===== src/rtl/decimal_to_binary_encoder.sv =====
// Registered packed-BCD to unsigned binary converter with per-item and sticky invalid-digit flags.
// One result per accepted input, one cycle later; no backpressure.
module decimal_to_binary_encoder #(
   parameter int DIGITS = 1
) (
   input  logic                  clk,
   input  logic                  rst,
   input  logic                  in_valid,
   input  logic [4*DIGITS-1:0]   decimal,
   output logic                  out_valid,
   output logic [((DIGITS == 1) ? 4 : (DIGITS == 2) ? 7 : (DIGITS == 3) ? 10 : 14)-1:0] binary,
   output logic                  err,
   output logic                  err_sticky
);

   localparam int BIN_W = (DIGITS == 1) ? 4 : (DIGITS == 2) ? 7 : (DIGITS == 3) ? 10 : 14;

   // Handshake: valid-only. An input is accepted on every rising edge where in_valid=1
   // and rst=0; its result is presented with out_valid=1 for exactly the following cycle.
   // There is no ready signal, so the source may issue a new item every cycle.

   logic [BIN_W-1:0] conv;
   logic             bad_digit;
   logic [3:0]       digit;

   // Horner evaluation from the most significant digit keeps every partial sum
   // below 10^DIGITS, so the BIN_W-wide accumulator never overflows.
   always_comb begin
      conv      = '0;
      bad_digit = 1'b0;
      digit     = '0;
      for (int k = DIGITS - 1; k >= 0; k--) begin
         digit = decimal[4*k +: 4];
         if (digit > 4'd9)
            bad_digit = 1'b1;
         conv = conv * BIN_W'(10) + BIN_W'(digit);
      end
   end

   always_ff @(posedge clk) begin
      if (rst) begin
         out_valid  <= 1'b0;
         binary     <= '0;
         err        <= 1'b0;
         err_sticky <= 1'b0;
      end else begin
         out_valid <= in_valid;
         if (in_valid) begin
            err    <= bad_digit;
            binary <= bad_digit ? '0 : conv;
            if (bad_digit)
               err_sticky <= 1'b1;
         end
      end
   end

endmodule


===== config.mk =====
export PLATFORM = sky130hd
export DESIGN_NAME = decimal_to_binary_encoder
export DESIGN_NICKNAME = d
export VERILOG_FILES = /design/src/rtl/decimal_to_binary_encoder.sv
export SDC_FILE = /design/constraint.sdc
export NUM_CORES = 1
export LEC_CHECK = 0
export ABC_AREA = 1
export ABC_CLOCK_PERIOD_IN_PS = 900
export BUFFER_PORTS_ARGS = -buffer_cell sky130_fd_sc_hd__clkbuf_2
export CORE_AREA = 2 2 39 41
export CTS_CLUSTER_DIAMETER = 200
export CTS_CLUSTER_SIZE = 40
export DETAILED_ROUTE_END_ITERATION = 6
export DIE_AREA = 0 0 41 43
export GPL_TIMING_DRIVEN = 0
export HOLD_SLACK_MARGIN = 0.08
export REMOVE_ABC_BUFFERS = 1
export SLEW_MARGIN = 20
export SYNTH_ARGS = -nofsm -noshare
export SYNTH_HDL_FRONTEND = slang
export SYNTH_SLANG_ARGS = --single-unit

===== constraint.sdc =====
create_clock -name clk -period 0.9 [get_ports clk]
set_input_delay 0.045 -clock clk [delete_from_list [all_inputs] [get_ports clk]]
set_output_delay 0.045 -clock clk [all_outputs]
set_load 0.01 [all_outputs]

After elaboration in Yosys (flattened, before gate mapping):

Index checks and enable logic that the tools add are counted.

* magnitude comparators: 1
* reductions and logical operators: 1
* multiplexer cells: 2

Operators by type and width (number)
* > comparator 4 bit, second input constant: 1
* two-way mux 4 bit: 1
* AND reduction 2 bit: 1
* two-way mux 1 bit: 1

* output and inout port bits: 7
* logic and storage cells: 8
* input port bits: 7
* register bits: 7

Depth between registers and ports, before layout:

Gate-level depths: netlist (run 1).

* depth after elaboration: 3
* gate-level depth with buffers: 5
* depth with buffers taken out: 5

Least setup slack after synthesis (run 1):

OpenSTA, ideal clock, no wires.

* path kind: register to register
* from: reg, netlist name binary[0]
* to: reg binary[0] (netlist name)
* clock period less this slack: 0.636 ns
* stages on the path, launching flop included: 3
* setup time: 0.117 ns
* required time: 0.783 ns
* data arrival time: 0.519 ns
* slack: 0.264 ns
* path buffers: 0
* path through: dfxtp_1 -> o21ai_0 -> nor2_1

RTL lines
* end signal, assigned: line 50 `binary <= bad_digit ? '0 : conv;`
* end, declared: line 11 `output logic [((DIGITS == 1) ? 4 : (DIGITS == 2) ? 7 : (DIGITS == 3) ? 10 : 14)-1:0] binary,`

Worst setup path in the final report (run 1):

* from: in decimal[2]
* to: reg binary[0] (netlist name)

* word-level cells in the longest chain between the ends: 3

Ends and longest elaborated chain
* start, declared: line 9 `input logic [4*DIGITS-1:0] decimal,`
* > comparator 4 bit: line 34 `if (digit > 4'd9)`
* two-way mux 1 bit: line 34
* two-way mux 4 bit: line 50

Every way passes these cells.
A chain may end at the register's enable or synchronous reset.

==> out/results.md, run 1 <==
| Metric | Value | Unit |
| --- | --- | --- |
| Proportion of synthesized chip area in sequential cells | 54.4 | % |
| Status | finished, final reports clean | - |
| Worst setup EP type | flop | - |
| Final Max Slew Viols | 0 | - |
| Max Buffers Root-to-Sink | 2 | - |
| CTS sink cnt | 7 | - |
| Clk Latency, worst-skew pair | 0.26 | ns |
| Most prevalent standard cell on the critical path | sky130_fd_sc_hd__nand2_2 | - |
| Number of instances in the synthesized netlist | 35 | - |
| Detailed Route Iter0 Violations | 5 | - |
| Clock-pin slew reported for the worst setup and hold paths after clock tree synthesis | 0.06 | ns |
| Total power per unit cell area | 1790 | nW/um^2 |
| H-tree levels | 1 | - |
| Final #Nets | 63 | - |
| Part of the cycle the worst path needs | 93.0 | % |
| Total number of vias | 277 | - |
| Path type of the worst min-delay path | in -> reg | - |
| Top achievable clock speed | 1200 | MHz |
| Total CTS buffers | 3 | - |
| Met1 track utilization from global routing | 8.77 | % |
| Overall routing resource usage | 9.47 | % |
| Share of the core filled with cells in the final layout | 29.2 | % |
| Post-route DRC | 0 | - |
| GR met2 Demand/Resource | 11.6 | % |
| Post-synthesis register bit count | 7 | - |
| Area of the die | 1760 | um^2 |
| Largest stage delay on the critical path | 0.54 | ns |
| Top-level port count | 14 | - |
| Routed wire per std cell | 8.69 | um |
| Most used routing layer | met2 | - |
| Clk_skew | 0 | ns |
| Sum of routed wire length over all layers | 617 | um |
| Effective utilization at floorplan | 18.6 | % |
| Vias per Instance | 3.90 | - |
| Total of endpoints with negative setup slack in the final report | 0 | - |
| Setup_tns | 0 | ns |
| Number of nets with antenna violations after routing | 0 | - |
| Worst-case vdd ir drop | 0.000560 | V |
| Combined area of all synthesized cells | 258 | um^2 |
| Critical path's top delay family | buffers and inverters | - |
| Average footprint of a synthesized cell | 7.36 | um^2 |
| DIE WIDTH | 41 | um |
| RSZ-0062 raised after global routing | no | - |
| Hpwl dp | 428 | um |
| DRT Pass-1 Iters | 4 | - |
| Number of warnings reported in the yosys synthesis log | 0 | - |
| Worst hold slack across all endpoints | 0.0904 | ns |
| Clock Tree Root | sky130_fd_sc_hd__clkbuf_4 | - |
| Routability congestion estimate | 0.734 | - |
| Cell row count | 14 | - |
| Overflow after GRT | 0 | - |
| Die height | 43 | um |
| Maximum number of pins on one net before global-route repair | 7 | - |
| Core Region | 1380 | um^2 |
| Number of global-route vias before repair | 248 | - |
| Max stage delay cell, worst path | sky130_fd_sc_hd__dlygate4sd3_1 | - |
| Final critical path time including I/O delays and setup | 0.837 | ns |
| Final Hold Vio Count | 0 | - |
| Synthesis-to-finish area growth | 56.8 | % |
| Maximum Capacitance Violations | 0 | - |
| Number of antenna diodes | 0 | - |
| Top fanout value on the critical path | 3 | - |
| Crit path buf inv count | 3 | - |
| Kind of critical path | in -> reg | - |
| Type of element launching the critical path | input port | - |
| Static leakage | 0.216 | nW |
| TritonCTS clock tree | done | - |
| Port buffer count | 13 | - |
| Pin slew with the least headroom to its limit | 0.131 | ns |
| Antenna violations before repair | 0 | - |
| Critical Path RT | 1.10 | ns |
| Critical path cell sequence | dlygate4sd3_1 -> clkbuf_2 -> inv_1 -> nand2_2 -> nand2_2 -> nand2_1 -> nor2_1 | - |
| Number of post-CTS setup repair buffers | 0 | - |
| Met3 global-route usage | 7.85 | % |
| Worst endpoint data arrival time | 1.04 | ns |
| Share of post-route cells with drive strength above 1 | 34.5 | % |
| Headroom to the max-slew limit | 91.1 | % |
| Global-route wire length before repair | 979 | um |
| Number of distinct library cells after synthesis | 9 | - |
[layer usage]
metal / part of all wire [%] / vias to the layer above
met5: 0 / -
met4: 4.1 / 0
met3: 8.4 / 3
met2: 44 / 10
met1: 43 / 118
li1: - / 146
[sequential cells by signal, indices dropped and copies added, names as in the netlist]
name        cells
binary          4
err             1
err_sticky      1
out_valid       1
[cell usage after synthesis]
| master | number | area (um^2) |
|---|---|---|
| sky130_fd_sc_hd__dfxtp_1 | 7 | 140 |
| sky130_fd_sc_hd__nand3_1 | 3 | 15.0 |
| sky130_fd_sc_hd__inv_2 | 1 | 3.75 |
| sky130_fd_sc_hd__a21oi_1 | 4 | 20.0 |
| sky130_fd_sc_hd__inv_1 | 6 | 22.5 |
| sky130_fd_sc_hd__nor2_1 | 3 | 11.3 |
| sky130_fd_sc_hd__o21ai_0 | 1 | 5.00 |
| sky130_fd_sc_hd__or2_1 | 1 | 6.26 |
| sky130_fd_sc_hd__nand2_1 | 9 | 33.8 |
[worst min-delay path, cell delays in order]
cell and delay [ns]:
sky130_fd_sc_hd__clkbuf_2 0.09, sky130_fd_sc_hd__inv_1 0.05, sky130_fd_sc_hd__nand3_1 0.06, sky130_fd_sc_hd__a21oi_1 0.05
[layout make-up]
type / count / area, um^2
Fill cell: 165 / 980
Sequential cell: 7 / 140
Multi-Input combinational cell: 21 / 96.3
Timing Repair Buffer: 16 / 95.1
Clock buffer: 4 / 26.3
Inverter: 7 / 26.3
Tap cell: 16 / 20.0
[what timing repair did]
action                                 in CTS  in global routing
hold buffers                                3                  0
gates resized for setup                     0                  2
setup endpoints to repair                   0                  1
endpoints found under the hold margin       5                  0
[kinds of logic (layout without fill, tap and decap cells)]
group	Yosys count	after routing	synth area share [%]
compound gates	5	5	9.71
simple gates	16	16	25.7
flops	7	7	54.4
buf+inv	7	27	10.2
[power by group]
part,switching [mW],internal [mW]
combinational,0.0468,0.0407
clock,0.136,0.170
sequential,0.00616,0.325
total,0.189,0.536
[cells in the final DEF (no fill, tap or decap)]
master and count:
sky130_fd_sc_hd__a21oi_1 4, sky130_fd_sc_hd__clkbuf_1 1, sky130_fd_sc_hd__clkbuf_2 13, sky130_fd_sc_hd__clkbuf_4 3, sky130_fd_sc_hd__dfxtp_1 7, sky130_fd_sc_hd__dlygate4sd3_1 3
sky130_fd_sc_hd__inv_1 6, sky130_fd_sc_hd__inv_2 1, sky130_fd_sc_hd__nand2_1 7, sky130_fd_sc_hd__nand2_2 2, sky130_fd_sc_hd__nand3_1 3, sky130_fd_sc_hd__nor2_1 3
sky130_fd_sc_hd__o21ai_0 1, sky130_fd_sc_hd__or2_1 1
[per-stage QoR]
step / power [mW] / std cells / instance area [um^2] / setup slack (ns)
6_report: 0.725 / 71 / 404 / 0.0633
5_1_grt: 0.768 / 71 / 404 / 0.000559
4_1_cts: 0.727 / 71 / 399 / 0.0566
3_5_place_dp: 0.414 / 64 / 343 / 0.222
3_3_place_gp: 0.413 / 64 / 343 / 0.230
2_1_floorplan: 0.374 / 35 / 258 / 0.264
[worst paths after layout]
kind	cells after the start	slack [ns]	endpoint	startpoint
setup / recovery	7	0.06	binary[0]$_SDFFE_PP0P_	decimal[2]
hold / removal	4	0.09	binary[1]$_SDFFE_PP0P_	decimal[3]
setup reg to reg	2	0.29	binary[0]$_SDFFE_PP0P_	binary[0]$_SDFFE_PP0P_
hold reg to reg	2	0.45	err_sticky$_SDFFE_PP0P_	err_sticky$_SDFFE_PP0P_
Note: power is estimated with default switching activity, not from simulation.
==> inputs of run 2 (changes only) <==
- ABC_AREA: 1 -> default
- CTS_CLUSTER_SIZE: 40 -> 8
==> out/results.md, run 2 <==
| Metric | Value | Unit | Delta |
| --- | --- | --- | --- |
| Overflow after GRT | 0 | - | unchanged |
| Async set-reset flop share out of synthesis | 0 | % | unchanged |
| Detailed Route Iter0 Violations | 9 | - | was 5 |
| Final Max Slew Viols | 0 | - | unchanged |
| Maximum number of pins on one net before global-route repair | 12 | - | was 7 |
| Cell-internal power | 539 | uW | was 536 uW |
| Status | finished, final reports clean | - | unchanged |
| Cell type contributing the most total cell area after synthesis | sky130_fd_sc_hd__dfxtp_1 | - | unchanged |
| Top register by number of flip-flops | binary | - | unchanged |
| Cell row count | 14 | - | unchanged |
| DRT Pass-1 Iters | 3 | - | was 4 |
| Highest-count cells in the layout ignoring fill and taps | sky130_fd_sc_hd__clkbuf_2, sky130_fd_sc_hd__dfxtp_1, sky130_fd_sc_hd__nand2b_1, sky130_fd_sc_hd__a21oi_1 | - | was sky130_fd_sc_hd__clkbuf_2, sky130_fd_sc_hd__nand2_1, sky130_fd_sc_hd__dfxtp_1, sky130_fd_sc_hd__inv_1, sky130_fd_sc_hd__a21oi_1 |
| Post-route DRC | 0 | - | unchanged |
| Number of instances in the synthesized netlist | 28 | - | was 35 |
| Worst endpoint data arrival time | 0.71 | ns | was 1.04 ns |
| Headroom to the max-slew limit | 86.8 | % | was 91.1% |
| Total number of vias | 262 | - | was 277 |
| Most frequently used flop master after synthesis | sky130_fd_sc_hd__dfxtp_1 | - | unchanged |
| Clock Tree Root | sky130_fd_sc_hd__clkbuf_4 | - | unchanged |
| Cell types with the highest counts after synthesis | sky130_fd_sc_hd__dfxtp_1, sky130_fd_sc_hd__a21oi_1, sky130_fd_sc_hd__nand2b_1 | - | was sky130_fd_sc_hd__nand2_1, sky130_fd_sc_hd__dfxtp_1, sky130_fd_sc_hd__inv_1 |
| Final critical path time including I/O delays and setup | 0.759 | ns | was 0.837 ns |
| Critical path cell sequence | clkbuf_2 | - | was dlygate4sd3_1 -> clkbuf_2 -> inv_1 -> nand2_2 -> nand2_2 -> nand2_1 -> nor2_1 |
| Effective utilization at floorplan | 21.2 | % | was 18.6% |
| Number of enable-type register cells in the synthesized netlist | 0 | - | unchanged |
| Max stage delay cell, worst path | sky130_fd_sc_hd__dfxtp_1 | - | was sky130_fd_sc_hd__dlygate4sd3_1 |
| Average footprint of a synthesized cell | 10.5 | um^2 | was 7.36 um^2 |
| Routability congestion estimate | 0.709 | - | was 0.734 |
| H-tree levels | 1 | - | unchanged |
| Pin slew with the least headroom to its limit | 0.197 | ns | was 0.131 ns |
| Top cells by area in the synthesized netlist | sky130_fd_sc_hd__dfxtp_1, sky130_fd_sc_hd__nand2b_1, sky130_fd_sc_hd__a21oi_1 | - | was sky130_fd_sc_hd__dfxtp_1, sky130_fd_sc_hd__nand2_1, sky130_fd_sc_hd__inv_1 |
| Filler-free cell count of the finished design | 62 | - | was 71 |
| Maximum Capacitance Violations | 0 | - | unchanged |
| Switching pwr | 168 | uW | was 189 uW |
| Share of post-route cells with drive strength above 1 | 41.3 | % | was 34.5% |
| Clock power share | 40.5 | % | was 42.2% |
| Flip-flop count of the largest register after layout | 4 | - | unchanged |
| Highest layer used for signal routing | met3 | - | was met4 |
| Hpwl dp | 491 | um | was 428 um |
| Critical Path RT | 0.85 | ns | was 1.10 ns |
| Kind of critical path | reg -> out | - | was in -> reg |
| Clock-pin slew reported for the worst setup and hold paths after clock tree synthesis | 0.05 | ns | was 0.06 ns |
| Library cell with the highest instance count after synthesis | sky130_fd_sc_hd__dfxtp_1 | - | was sky130_fd_sc_hd__nand2_1 |
| Number of nets with antenna violations after routing | 0 | - | unchanged |
| Met2 layer wire length in the routed design | 308 | um | was 272 um |
| Port buffer count | 13 | - | unchanged |
| Setup_tns | 0 | ns | unchanged |
| Length of routed wiring on met1 | 300 | um | was 267 um |
| TritonCTS clock tree | done | - | unchanged |
| Core Region | 1380 | um^2 | unchanged |
| Part of the cycle the worst path needs | 84.3 | % | was 93.0% |
| Top-level port count | 14 | - | unchanged |
| Power share of the sequential group | 46.8 | % | was 45.7% |
| Area of the die | 1760 | um^2 | unchanged |
| Number of global-route vias before repair | 259 | - | was 248 |
| Top achievable clock speed | 1320 | MHz | was 1200 MHz |
| Total CTS buffers | 3 | - | unchanged |
| Synthesis-to-finish area growth | 41.9 | % | was 56.8% |
| Proportion of synthesized chip area in sequential cells | 47.9 | % | was 54.4% |
| Sum of routed wire length over all layers | 682 | um | was 617 um |
| Combinational cell fraction of total power | 12.7 | % | was 12.1% |
| Combined area of all synthesized cells | 293 | um^2 | was 258 um^2 |
| Clk_skew | 0 | ns | unchanged |
| Largest stage delay on the critical path | 0.33 | ns | was 0.54 ns |
| Switching part of the total power | 23.8 | % | was 26.0% |
| Most common cell after layout, fill and taps aside | sky130_fd_sc_hd__clkbuf_2 | - | unchanged |
| Crit path buf inv count | 1 | - | was 3 |
| Clk Latency, worst-skew pair | 0.25 | ns | was 0.26 ns |
| Path type of the worst min-delay path | in -> reg | - | unchanged |
| Max Buffers Root-to-Sink | 2 | - | unchanged |
| Number of warnings reported in the yosys synthesis log | 0 | - | unchanged |
| Final #Nets | 54 | - | was 63 |
| Type of element launching the critical path | flop | - | was input port |
| Top fanout value on the critical path | 2 | - | was 3 |
| DIE WIDTH | 41 | um | unchanged |
| Fraction of post-synthesis cell area in the top cell type by area | 47.9 | % | was 54.4% |
| Post-synthesis register bit count | 7 | - | unchanged |
| Number of distinct library cells after synthesis | 14 | - | was 9 |
| Vias per Instance | 4.23 | - | was 3.90 |
| Share of the core filled with cells in the final layout | 30.0 | % | was 29.2% |
| Worst-case vdd ir drop | 0.000567 | V | was 0.000560 V |
| Antenna violations before repair | 0 | - | unchanged |
| Static leakage | 0.185 | nW | was 0.216 nW |
| Worst setup EP type | output port | - | was flop |
| RSZ-0062 raised after global routing | no | - | unchanged |
| Total power per unit cell area | 1700 | nW/um^2 | was 1790 nW/um^2 |
| Total of endpoints with negative setup slack in the final report | 0 | - | unchanged |
| Total placed cells including tap cells | 55 | - | was 64 |
| Final Hold Vio Count | 0 | - | unchanged |
| Die height | 43 | um | unchanged |
| Global-route wire length before repair | 1060 | um | was 979 um |
| Number of post-CTS setup repair buffers | 0 | - | unchanged |
| Number of antenna diodes | 0 | - | unchanged |
| Overall routing resource usage | 9.16 | % | was 9.47% |
| Detailed-routed wire length on met3 | 73 | um | was 52 um |
| Routed wire per std cell | 11.0 | um | was 8.69 um |
| Critical path's top delay family | flip-flops | - | was buffers and inverters |
| CTS sink cnt | 7 | - | unchanged |
==> run 2: cell families after synthesis <==
logic type             synth area share [%]
DFF                                    47.9
buffers and inverters                  8.98
and+or+nand+nor                        23.9
AOI/OAI and AO/OA                      19.2
==> run 2: stage by stage <==
| step | worst slack [ns] | power (mW) | hold slack, ns | instance area [um^2] |
|---|---|---|---|---|
| floorplan | 0.138 | 0.370 | 0.107 | 274 |
| global placement | 0.165 | 0.414 | 0.297 | 359 |
| detailed placement | 0.154 | 0.417 | 0.308 | 359 |
| CTS | 0.130 | 0.726 | 0.0938 | 415 |
| global route | 0.105 | 0.742 | 0.125 | 415 |
| finish | 0.141 | 0.707 | 0.104 | 415 |
==> run 2: timing repair <==
item | 4_1_cts | 5_1_grt
hold buffers | 3 | 0
gates resized for setup | 0 | 0
hold endpoints to repair | 3 | 0
==> run 2: area by class of cell <==
| class | count | area [um^2] |
|---|---|---|
| Timing Repair Buffer | 16 | 95.1 |
| Multi-Input combinational cell | 17 | 126 |
| Fill cell | 153 | 968 |
| Tap cell | 16 | 20.0 |
| Sequential cell | 7 | 140 |
| Clock buffer | 4 | 26.3 |
| Inverter | 2 | 7.51 |
==> run 2: per-layer routing <==
metal | track usage (%) | vias to the layer above
li1 | - | 134
met1 | 11.7 | 117
met2 | 11.3 | 11
met3 | 3.66 | 0
met4 | 8.00 | 0
met5 | 0 | -
==> run 2: worst min-delay path, stage by stage <==
cell and delay, ns:
sky130_fd_sc_hd__clkbuf_2 0.12, sky130_fd_sc_hd__nand3b_1 0.09, sky130_fd_sc_hd__a21oi_1 0.06
==> run 2: final timing paths <==
check | from | endpoint | slack [ns] | depth (start not counted)
setup / recovery | err_sticky$_SDFFE_PP0P_ | err_sticky | 0.14 | 1
hold / removal | decimal[1] | binary[1]$_SDFFE_PP0P_ | 0.10 | 3
setup reg to reg | binary[0]$_SDFFE_PP0P_ | binary[0]$_SDFFE_PP0P_ | 0.15 | 2
hold reg to reg | err_sticky$_SDFFE_PP0P_ | err_sticky$_SDFFE_PP0P_ | 0.46 | 2
==> run 2: power groups by stage <==
stage / clock network [mW] / registers (mW) / logic (mW)
2_1_floorplan: 0 / 0.344 / 0.0255
3_5_place_dp: 0 / 0.337 / 0.0798
5_1_grt: 0.311 / 0.332 / 0.0990
4_1_cts: 0.305 / 0.331 / 0.0905
3_3_place_gp: 0 / 0.337 / 0.0776
6_report: 0.286 / 0.331 / 0.0895
==> inputs of run 3 (changes only) <==
- ABC_AREA: default -> 1
- ABC_CLOCK_PERIOD_IN_PS: 900 -> 800
- clock period: 0.9 -> 0.8 ns (I/O delays scaled with it)
==> out/results.md, run 3 (same netlist as run 1, synthesis figures left out) <==
| Metric | Value | Unit | Delta |
| --- | --- | --- | --- |
| Power share of the sequential group | 45.9 | % | was 46.8% |
| Highest-count cells in the layout ignoring fill and taps | sky130_fd_sc_hd__nand2_1, sky130_fd_sc_hd__clkbuf_2, sky130_fd_sc_hd__inv_1, sky130_fd_sc_hd__dfxtp_1, sky130_fd_sc_hd__a21oi_1 | - | was sky130_fd_sc_hd__clkbuf_2, sky130_fd_sc_hd__dfxtp_1, sky130_fd_sc_hd__nand2b_1, sky130_fd_sc_hd__a21oi_1 |
| Total of endpoints with negative setup slack in the final report | 0 | - | unchanged |
| Number of global-route vias before repair | 248 | - | was 259 |
| Antenna violations before repair | 0 | - | unchanged |
| DIE WIDTH | 41 | um | unchanged |
| Worst endpoint data arrival time | 0.72 | ns | was 0.71 ns |
| Worst setup EP type | output port | - | unchanged |
| Max Buffers Root-to-Sink | 2 | - | unchanged |
| Number of antenna diodes | 0 | - | unchanged |
| H-tree levels | 1 | - | unchanged |
| Clock power share | 42.5 | % | was 40.5% |
| RSZ-0062 raised after global routing | no | - | unchanged |
| Static leakage | 0.222 | nW | was 0.185 nW |
| Number of cells on the worst reg-to-reg path | 2 | - | unchanged |
| Critical path cell sequence | clkbuf_2 | - | unchanged |
| Setup_tns | 0 | ns | unchanged |
| Sum of routed wire length over all layers | 587 | um | was 682 um |
| Switching pwr | 209 | uW | was 168 uW |
| Clock Tree Root | sky130_fd_sc_hd__clkbuf_4 | - | unchanged |
| Top achievable clock speed | 1320 | MHz |  |
| Crit path buf inv count | 1 | - | unchanged |
| TritonCTS clock tree | done | - | unchanged |
| Area of the die | 1760 | um^2 | unchanged |
| Cell-internal power | 602 | uW | was 539 uW |
| Core Region | 1380 | um^2 | unchanged |
| Global-route wire length before repair | 972 | um | was 1060 um |
| Critical path's top delay family | flip-flops | - | unchanged |
| Final Hold Vio Count | 0 | - | unchanged |
| Clock-pin slew reported for the worst setup and hold paths after clock tree synthesis | 0.06 | ns | was 0.05 ns |
| Type of element launching the critical path | flop | - | unchanged |
| Maximum number of pins on one net before global-route repair | 7 | - | was 12 |
| Fill cell instance count of the final layout | 168 | - | was 153 |
| Total area of multi-input combinational cells | 91.3 | um^2 | was 126 um^2 |
| Headroom to the max-slew limit | 85.2 | % | was 86.8% |
| Pin slew with the least headroom to its limit | 0.222 | ns | was 0.197 ns |
| Synthesis-to-finish area growth | 54.4 | % | was 41.9% |
| Combined flip-flop and latch cell area | 141 | um^2 | was 140 um^2 |
| Combinational cell fraction of total power | 11.6 | % | was 12.7% |
| Clk Latency, worst-skew pair | 0.26 | ns | was 0.25 ns |
| Part of the cycle the worst path needs | 95.0 | % |  |
| Hold EP | binary[1]$_SDFFE_PP0P_ | - | unchanged |
| Hpwl dp | 428 | um | was 491 um |
| R2R setup slack | 0.18 | ns | was 0.15 ns |
| Critical Path RT | 0.76 | ns | was 0.85 ns |
| Reg2Reg Capture Point | binary[0]$_SDFFE_PP0P_ | - | unchanged |
| Final Max Slew Viols | 0 | - | unchanged |
| Total CTS buffers | 3 | - | unchanged |
| Port buffer count | 13 | - | unchanged |
| Routability congestion estimate | 0.734 | - | was 0.709 |
| Routed wire per std cell | 8.39 | um | was 11.0 um |
| Total number of vias | 279 | - | was 262 |
| Overall routing resource usage | 9.37 | % | was 9.16% |
| Flip-flop count of the largest register after layout | 4 | - | unchanged |
| Number of nets with antenna violations after routing | 0 | - | unchanged |
| Total power per unit cell area | 2040 | nW/um^2 | was 1700 nW/um^2 |
| Post-route DRC | 0 | - | unchanged |
| Die height | 43 | um | unchanged |
| Worst flop-to-flop path startpoint | binary[0]$_SDFFE_PP0P_ | - | unchanged |
| Top-level port count | 14 | - | unchanged |
| Cell row count | 14 | - | unchanged |
| Effective utilization at floorplan | 18.6 | % | was 21.2% |
| Status | finished, final reports clean | - | unchanged |
| Clk_skew | 0 | ns | unchanged |
| Share of the core filled with cells in the final layout | 28.8 | % | was 30.0% |
| Worst-case vdd ir drop | 0.000654 | V | was 0.000567 V |
| Final critical path time including I/O delays and setup | 0.760 | ns |  |
| Path type of the worst min-delay path | in -> reg | - | unchanged |
| Final #Nets | 62 | - | was 54 |
| Share of post-route cells with drive strength above 1 | 31.5 | % | was 41.3% |
| Top fanout value on the critical path | 2 | - | unchanged |
| CTS sink cnt | 7 | - | unchanged |
| DRT Pass-1 Iters | 3 | - | unchanged |
| Worst Hold Launch | decimal[3] | - | was decimal[1] |
| Top register by number of flip-flops | binary | - | unchanged |
| Detailed Route Iter0 Violations | 3 | - | was 9 |
| Maximum Capacitance Violations | 0 | - | unchanged |
| Largest stage delay on the critical path | 0.33 | ns | about the same |
| Overflow after GRT | 0 | - | unchanged |
| Vias per Instance | 3.99 | - | was 4.23 |
| Max stage delay cell, worst path | sky130_fd_sc_hd__dfxtp_1 | - | unchanged |
| Switching part of the total power | 25.8 | % | was 23.8% |
| Cell count of the worst hold path | 4 | - | was 3 |
| Kind of critical path | reg -> out | - | unchanged |
run 3: changes by cell type in the layout (fill, tap and decap cells not counted), moves of 2 or more:
cell	delta
sky130_fd_sc_hd__inv_1	+4
sky130_fd_sc_hd__nand3_1	+3
sky130_fd_sc_hd__nor2_1	+3
sky130_fd_sc_hd__nand2_1	+9
sky130_fd_sc_hd__nand3b_1	-2
sky130_fd_sc_hd__nand2b_1	-4
sky130_fd_sc_hd__buf_2	+3
sky130_fd_sc_hd__clkbuf_2	-4
run 3: area by class of cell:
cell class                 count  share of cell area, %
clock buffer                   4                   6.60
inverter                       7                   6.60
multi-input combinational     21                   23.0
sequential                     7                   35.5
tap                           16                   5.03
timing repair buffer          15                   23.3
run 3: power by group through the flow:
stage	sequential, mW	clock [mW]	combinational [mW]
final	0.373	0.345	0.0940
after global placement	0.381	0	0.0837
after detailed placement	0.381	0	0.0850
after CTS	0.373	0.348	0.0970
after floorplan	0.389	0	0.0317
after global routing	0.374	0.379	0.108
run 3: worst max path at each step:
stage	startpoint	to	depth (start not counted)	slack, ns
after floorplan	binary[0]$_SDFFE_PP0P_	binary[0]$_SDFFE_PP0P_	2	0.16
after global placement	in_valid	binary[0]$_SDFFE_PP0P_	5	0.14
after detailed placement	in_valid	binary[0]$_SDFFE_PP0P_	5	0.13
after CTS	rst	binary[3]$_SDFFE_PP0P_	5	0.02
after global routing	binary[1]$_SDFFE_PP0P_	binary[1]	1	0.006
final	err_sticky$_SDFFE_PP0P_	err_sticky	1	0.04
run 3: timing repair:
| action | 4_1_cts | 5_1_grt |
|---|---|---|
| endpoints found under the setup margin | 0 | 5 |
| hold endpoints to repair | 5 | 0 |
| buffers inserted | 0 | 0 |
| hold buffers | 3 | 0 |
| gates resized for setup | 0 | 5 |
run 3: metal layers:
layer / global-route usage, % / wire, um / vias up / share of wire (%)
met2: 10.9 / 237 / 10 / 40
met1: 9.09 / 267 / 122 / 45
met3: 7.85 / 57 / 3 / 9.7
met5: 0 / 0 / - / 0
li1: - / - / 144 / -
met4: 10.0 / 25 / 0 / 4.3
run 3: metrics by stage:
stage	hold slack, ns	cell area, um^2	std cells	setup WS, ns	power (mW)
floorplan	0.109	258	35	0.164	0.421
finish	0.0803	398	70	0.0400	0.811
global placement	0.292	343	64	0.135	0.464
global route	0.107	398	70	0.00636	0.861
detailed placement	0.289	343	64	0.127	0.466
CTS	0.0864	399	71	0.0220	0.818
